**src/rtl/alu_multiciclo.sv**
```systemverilog
// rtl/alu_multiciclo.sv - multi-cycle ALU with start/busy/done handshake and registered NZCV flags
// MUL and DIV iterate one bit per CALC cycle; every other op finishes in one cycle.
module alu_multiciclo #(
   parameter int N = 32
) (
   input  logic         clk,
   input  logic         rst,
   input  logic         start,
   input  logic [N-1:0] a,
   input  logic [N-1:0] b,
   input  logic [2:0]   selec_alu,
   output logic [N-1:0] result,
   output logic         Neg,
   output logic         Z,
   output logic         C,
   output logic         V,
   output logic         busy,
   output logic         done
);

   localparam int CW = $clog2(N) + 1;

   localparam logic [1:0] S_IDLE = 2'd0;
   localparam logic [1:0] S_CALC = 2'd1;
   localparam logic [1:0] S_DONE = 2'd2;

   localparam logic [2:0] OP_ADD  = 3'b000;
   localparam logic [2:0] OP_SUB  = 3'b001;
   localparam logic [2:0] OP_MUL  = 3'b010;
   localparam logic [2:0] OP_PASS = 3'b011;
   localparam logic [2:0] OP_AND  = 3'b100;
   localparam logic [2:0] OP_OR   = 3'b101;
   localparam logic [2:0] OP_DIV  = 3'b110;

   logic [1:0]     state_q, state_d;
   logic [CW-1:0]  cnt_q, cnt_d;
   logic [2*N-1:0] acc_q, acc_d;
   logic [N-1:0]   opnd_q, opnd_d;
   logic [2:0]     op_q, op_d;
   logic [N-1:0]   result_q, result_d;
   logic           neg_q, neg_d;
   logic           z_q, z_d;
   logic           c_q, c_d;
   logic           v_q, v_d;

   logic [N:0]     add_w, sub_w, mul_sum_w, div_trial_w;
   logic [2*N-1:0] mul_step_w, div_step_w;
   logic           load_w;
   logic [N-1:0]   res_w;
   logic           c_w, v_w;

   assign add_w = {1'b0, a} + {1'b0, b};
   assign sub_w = {1'b0, a} - {1'b0, b};

   // MUL: acc = {partial product, remaining multiplier bits}, shifted right each step
   assign mul_sum_w  = {1'b0, acc_q[2*N-1:N]} + (acc_q[0] ? {1'b0, opnd_q} : {(N+1){1'b0}});
   assign mul_step_w = {mul_sum_w, acc_q[N-1:1]};

   // DIV: acc = {remainder, dividend/quotient}, shifted left each step
   assign div_trial_w = {acc_q[2*N-1:N], acc_q[N-1]} - {1'b0, opnd_q};
   assign div_step_w  = div_trial_w[N] ? {acc_q[2*N-2:0], 1'b0}
                                       : {div_trial_w[N-1:0], acc_q[N-2:0], 1'b1};

   always_comb begin
      state_d  = state_q;
      cnt_d    = cnt_q;
      acc_d    = acc_q;
      opnd_d   = opnd_q;
      op_d     = op_q;
      load_w   = 1'b0;
      res_w    = '0;
      c_w      = 1'b0;
      v_w      = 1'b0;

      case (state_q)
         S_IDLE: begin
            if (start) begin
               op_d  = selec_alu;
               cnt_d = CW'(N - 1);
               case (selec_alu)
                  OP_MUL: begin
                     state_d = S_CALC;
                     opnd_d  = a;
                     acc_d   = {{N{1'b0}}, b};
                  end
                  OP_DIV: begin
                     if (b == '0) begin
                        state_d = S_DONE;
                        load_w  = 1'b1;
                        res_w   = '1;
                        v_w     = 1'b1;
                     end else begin
                        state_d = S_CALC;
                        opnd_d  = b;
                        acc_d   = {{N{1'b0}}, a};
                     end
                  end
                  default: begin
                     state_d = S_DONE;
                     load_w  = 1'b1;
                     case (selec_alu)
                        OP_ADD: begin
                           res_w = add_w[N-1:0];
                           c_w   = add_w[N];
                           v_w   = (a[N-1] == b[N-1]) && (add_w[N-1] != a[N-1]);
                        end
                        OP_SUB: begin
                           res_w = sub_w[N-1:0];
                           c_w   = ~sub_w[N];
                           v_w   = (a[N-1] != b[N-1]) && (sub_w[N-1] != a[N-1]);
                        end
                        OP_PASS: res_w = b;
                        OP_AND:  res_w = a & b;
                        OP_OR:   res_w = a | b;
                        default: res_w = '0;
                     endcase
                  end
               endcase
            end
         end
         S_CALC: begin
            acc_d = (op_q == OP_MUL) ? mul_step_w : div_step_w;
            cnt_d = cnt_q - CW'(1);
            if (cnt_q == '0) begin
               state_d = S_DONE;
               load_w  = 1'b1;
               if (op_q == OP_MUL) begin
                  res_w = mul_step_w[N-1:0];
                  v_w   = |mul_step_w[2*N-1:N];
               end else begin
                  res_w = div_step_w[N-1:0];
               end
            end
         end
         default: state_d = S_IDLE;
      endcase

      result_d = load_w ? res_w : result_q;
      neg_d    = load_w ? res_w[N-1] : neg_q;
      z_d      = load_w ? (res_w == '0) : z_q;
      c_d      = load_w ? c_w : c_q;
      v_d      = load_w ? v_w : v_q;
   end

   always_ff @(posedge clk or posedge rst) begin
      if (rst) begin
         state_q  <= S_IDLE;
         cnt_q    <= '0;
         acc_q    <= '0;
         opnd_q   <= '0;
         op_q     <= '0;
         result_q <= '0;
         neg_q    <= 1'b0;
         z_q      <= 1'b0;
         c_q      <= 1'b0;
         v_q      <= 1'b0;
      end else begin
         state_q  <= state_d;
         cnt_q    <= cnt_d;
         acc_q    <= acc_d;
         opnd_q   <= opnd_d;
         op_q     <= op_d;
         result_q <= result_d;
         neg_q    <= neg_d;
         z_q      <= z_d;
         c_q      <= c_d;
         v_q      <= v_d;
      end
   end

   assign result = result_q;
   assign Neg    = neg_q;
   assign Z      = z_q;
   assign C      = c_q;
   assign V      = v_q;
   assign busy   = (state_q == S_CALC);
   assign done   = (state_q == S_DONE);

endmodule

```
**config.mk**
```make
export PLATFORM = sky130hd
export DESIGN_NAME = alu_multiciclo
export DESIGN_NICKNAME = d
export VERILOG_FILES = /design/src/rtl/alu_multiciclo.sv
export SDC_FILE = /design/constraint.sdc
export NUM_CORES = 1
export LEC_CHECK = 0
export CORE_MARGIN = 1.5
export CORE_UTILIZATION = 62
export CTS_CLUSTER_SIZE = 16
export DETAILED_ROUTE_END_ITERATION = 12
export PLACE_DENSITY = 0.92
export SLEW_MARGIN = 10
export SYNTH_ARGS = -nofsm -noshare
export SYNTH_HDL_FRONTEND = slang
export SYNTH_SLANG_ARGS = --single-unit
```
**constraint.sdc**
```tcl
create_clock -name clk -period 16.2 [get_ports clk]
set_input_delay 4.86 -clock clk [delete_from_list [all_inputs] [get_ports clk]]
set_output_delay 4.86 -clock clk [all_outputs]
set_load 0.005 [all_outputs]
```
==> flow_summary_export.csv <==
group,metric,value,unit
run_status,run_status,"complete, no violations",
sta,timing.clock.skew,0.0216,ns
floorplan,die_w,166,um
critical_path,setup.worst_path.class,"in -> reg",
pwr,cellLeakagePower,8.34,nW
clock_tree,tritoncts.num_buffers,17,
synth,synthDistinctLibCells,94,
synth,postSynth.topFlopCell,"sky130_fd_sc_hd__dfrtp_1",
synth,synth.largest_area_cell,"sky130_fd_sc_hd__dfrtp_1",
worst_hold_path,min_from,"result[5]",
clock_tree,worst_setup_hold_path_clk_slew,0.07,ns
worst_hold_path,worst_hold_path.num_cells,1,
finish,finalCoreUtilization,0.698,
finish,layout_commonest_cell,"sky130_fd_sc_hd__a21oi_1",
placement,port_buffer_count,107,
floorplan,boundaryPins,108,
synth,synth_edf_count,0,
finish,post_route_cells_drive_above_1_share,0.0461,
clock_tree,post_cts_setup_inserts,0,
routing,drt-pass1-iter-count,6,
grt,number_of_antenna_violations_at_the_first_check_in_global_routing,1,
clock_tree,insertion_delay,0.45,ns
routing,vias,18000,
finish,antenna_cells,0,
pwr,power_density,169,mW/mm^2
clock_tree,clock_tree.htree_level_count,4,
synth,number_of_warnings_issued_by_yosys,0,
worst_hold_path,whs_endpoint,"result[5]",
sta,period_share,0.581,
finish,mostFrequentLayoutCells,"305 x sky130_fd_sc_hd__a21oi_1, 244 x sky130_fd_sc_hd__nor2_1, 225 x sky130_fd_sc_hd__nand2_1",
sta,drv_slew,0,
sta,final_hold_viol_count,0,
synth,synth.net_count,2487,
finish,finalNetCount,2506,
finish,syn_to_final_growth,10.7,%
synth,top_cells_by_area_synth,"sky130_fd_sc_hd__dfrtp_1 22%, sky130_fd_sc_hd__ha_1 13%, sky130_fd_sc_hd__a21oi_1 9.3%",
critical_path,regToRegEndpoint,"V",
sta,rsz0062_at_grt,"no",
synth,synthesis.instances,2244,
sta,final.min_clock_period,9.42,ns
synth,ys_async_sr_fraction,1.00,
critical_path,worst_ep_required_time,16.53,ns
critical_path,critPathCaptureType,"flop",
grt,grt.overflow.total,0,
floorplan,fp-row-count,59,
grt,largest_net_degree_at_the_start_of_global_routing,96,
grt,first_global_vias,17000,
sta,timing.fmax,106,MHz
routing,ant_nets,0,
sta,number_of_endpoints_failing_setup_at_the_final_stage,0,
grt,grt.total_usage,0.423,
placement,globalplace.congestion,1.01,
clock_tree,post_cts_resized,0,
sta,tightestPinTransition,1.07,ns
routing,drt_wl_total,59.2,mm
routing,route.detailed.vias_per_inst,6.90,
floorplan,initial_core_util,0.631,
finish,fillers,2083,
synth,post_synth_instance_area,0.0164,sq mm
critical_path,ff_to_ff_setup_slack,11.31,ns
worst_hold_path,min_path_type,"reg -> reg",
sta,maxSlewHeadroom,0.283,
routing,avgRoutedWirePerCell,22.7,um
critical_path,worst_setup_path_start_kind,"input port",
floorplan,coreArea,0.0261,sq mm
critical_path,arrival,9.75,ns
grt,grt_pass1_wl,93.0,mm
clock_tree,tritoncts_clock_tree,"yes",
critical_path,worstPathMaxFanout,6,
synth,synth.yosys.seq_area_share,0.216,
pwr,vdd_drop_max,0.000116,V
critical_path,worst_r2r_path_depth,17,
floorplan,die-area,0.0275,sq mm
placement,dp_hpwl,43.2,mm
clock_tree,cts.sinks,142,
routing,detail_route.iter0.violations,2325,
clock_tree,max-clock-path-buffers,2,
synth,area_fraction_of_the_dominant_cell_type_after_synthesis,0.216,
synth,synth-seq-cells,142,
critical_path,worstReg2RegStart,"acc_q[0]",
run,cap_violations,0,
clock_tree,clock-root-buffer,"sky130_fd_sc_hd__clkbuf_16",
sta,setup_tns,0,ns
floorplan,die-height,166,um
synth,synth_area_per_cell,7.32,sq um
routing,drt_drc_violations_left,0,
clock_tree,cts_hold_buf,0,
synthesized netlist by cell type, types with 5 or more instances:
cell and instances:
sky130_fd_sc_hd__a21oi_1 305, sky130_fd_sc_hd__nor2_1 246, sky130_fd_sc_hd__nand2_1 226, sky130_fd_sc_hd__ha_1 169, sky130_fd_sc_hd__o21ai_0 152, sky130_fd_sc_hd__inv_1 145
sky130_fd_sc_hd__dfrtp_1 142, sky130_fd_sc_hd__clkbuf_1 96, sky130_fd_sc_hd__a21o_1 58, sky130_fd_sc_hd__mux2i_1 56, sky130_fd_sc_hd__xnor2_1 51, sky130_fd_sc_hd__nor3_1 35
sky130_fd_sc_hd__and2_1 34, sky130_fd_sc_hd__nand3_1 34, sky130_fd_sc_hd__a211oi_1 29, sky130_fd_sc_hd__o21a_1 29, sky130_fd_sc_hd__o22ai_1 28, sky130_fd_sc_hd__buf_1 24
sky130_fd_sc_hd__o211ai_1 23, sky130_fd_sc_hd__nand2b_1 21, sky130_fd_sc_hd__xor2_1 21, sky130_fd_sc_hd__nor2b_1 20, sky130_fd_sc_hd__nand4_1 19, sky130_fd_sc_hd__a31oi_1 18
sky130_fd_sc_hd__o21bai_1 18, sky130_fd_sc_hd__nor4_1 17, sky130_fd_sc_hd__o221ai_1 15, sky130_fd_sc_hd__o31ai_1 13, sky130_fd_sc_hd__a221o_1 12, sky130_fd_sc_hd__a211o_1 11
sky130_fd_sc_hd__a32o_1 10, sky130_fd_sc_hd__a221oi_1 9, sky130_fd_sc_hd__o21ai_1 9, sky130_fd_sc_hd__a22o_1 8, sky130_fd_sc_hd__buf_2 7, sky130_fd_sc_hd__o31a_1 7
sky130_fd_sc_hd__or3_1 7, sky130_fd_sc_hd__or2_2 6, sky130_fd_sc_hd__and3_1 5
state kept, by name, summed over array words and instances (netlist names):
signal   cells
acc_q       64
opnd_q      32
result      32
cnt_q        6
op_q         3
state_q      2
C            1
V            1
Z            1
power by group:
group / internal (W) / switching (W) / leakage, nW
Clock: 0.000201 / 0.000184 / 0.258
Sequential: 0.000515 / 0.000169 / 1.71
Combinational: 0.000833 / 0.00117 / 6.38
cell type report:
cell class                 count  area (sq um)  share of cell area
clock inverter                14           123             0.00674
multi-input combinational   1823         11900               0.653
inverter                     150           568              0.0312
timing repair buffer         129          1230              0.0674
sequential                   142          3550               0.195
clock buffer                  18           429              0.0236
tap                          335           419              0.0230
per-stage QoR:
step | setup WS, ns | hold slack [ns] | cell area [sq um] | total power (W) | cells
2_1_floorplan | 7.53 | 0.460 | 16400 | 0.00207 | 2244
6_report | 6.78 | 0.486 | 18200 | 0.00307 | 2611
3_5_place_dp | 6.49 | 0.466 | 17600 | 0.00261 | 2579
5_1_grt | 6.58 | 0.509 | 18200 | 0.00329 | 2611
4_1_cts | 6.93 | 0.485 | 18200 | 0.00301 | 2611
3_3_place_gp | 6.54 | 0.464 | 17600 | 0.00253 | 2579
worst max path at each step:
stage / from / endpoint / slack [ns]
after floorplan: rst / C / 7.53
after global placement: a[1] / Z / 6.54
after detailed placement: b[1] / Z / 6.49
after CTS: b[1] / Z / 6.93
after global routing: b[1] / Z / 6.58
final: b[1] / Z / 6.78
cell families (layout without fill, tap and decap cells):
| group | after synthesis | in the layout | share of synthesized area |
|---|---|---|---|
| simple gates | 703 | 703 | 0.196 |
| mux | 60 | 60 | 0.0369 |
| flops | 142 | 142 | 0.216 |
| xor+xnor | 72 | 72 | 0.0384 |
| compound gates | 815 | 815 | 0.314 |
| fa+ha+maj | 173 | 173 | 0.134 |
| buf+inv | 279 | 311 | 0.0650 |
per-layer routing:
metal	share of wire	vias up	track usage
met1	0.39	8450	0.562
li1	-	8087	-
met3	0.13	254	0.102
met4	0.052	2	0.204
met5	0.00025	-	0
met2	0.43	1224	0.646
worst max-delay path: stages:
cell and delay [ns]:
sky130_fd_sc_hd__clkdlybuf4s50_1 0.62, sky130_fd_sc_hd__inv_1 0.15, sky130_fd_sc_hd__ha_1 0.33, sky130_fd_sc_hd__or2_1 0.26
sky130_fd_sc_hd__a221oi_2 0.38, sky130_fd_sc_hd__a22oi_2 0.19, sky130_fd_sc_hd__a31oi_1 0.43, sky130_fd_sc_hd__a31oi_1 0.30
sky130_fd_sc_hd__or4b_4 0.62, sky130_fd_sc_hd__mux2i_1 0.13, sky130_fd_sc_hd__a221o_1 0.34, sky130_fd_sc_hd__a2111oi_2 0.22
sky130_fd_sc_hd__nand4_1 0.15, sky130_fd_sc_hd__or4_1 0.49, sky130_fd_sc_hd__o31ai_1 0.27
Note: power is estimated with default switching activity, not from simulation.
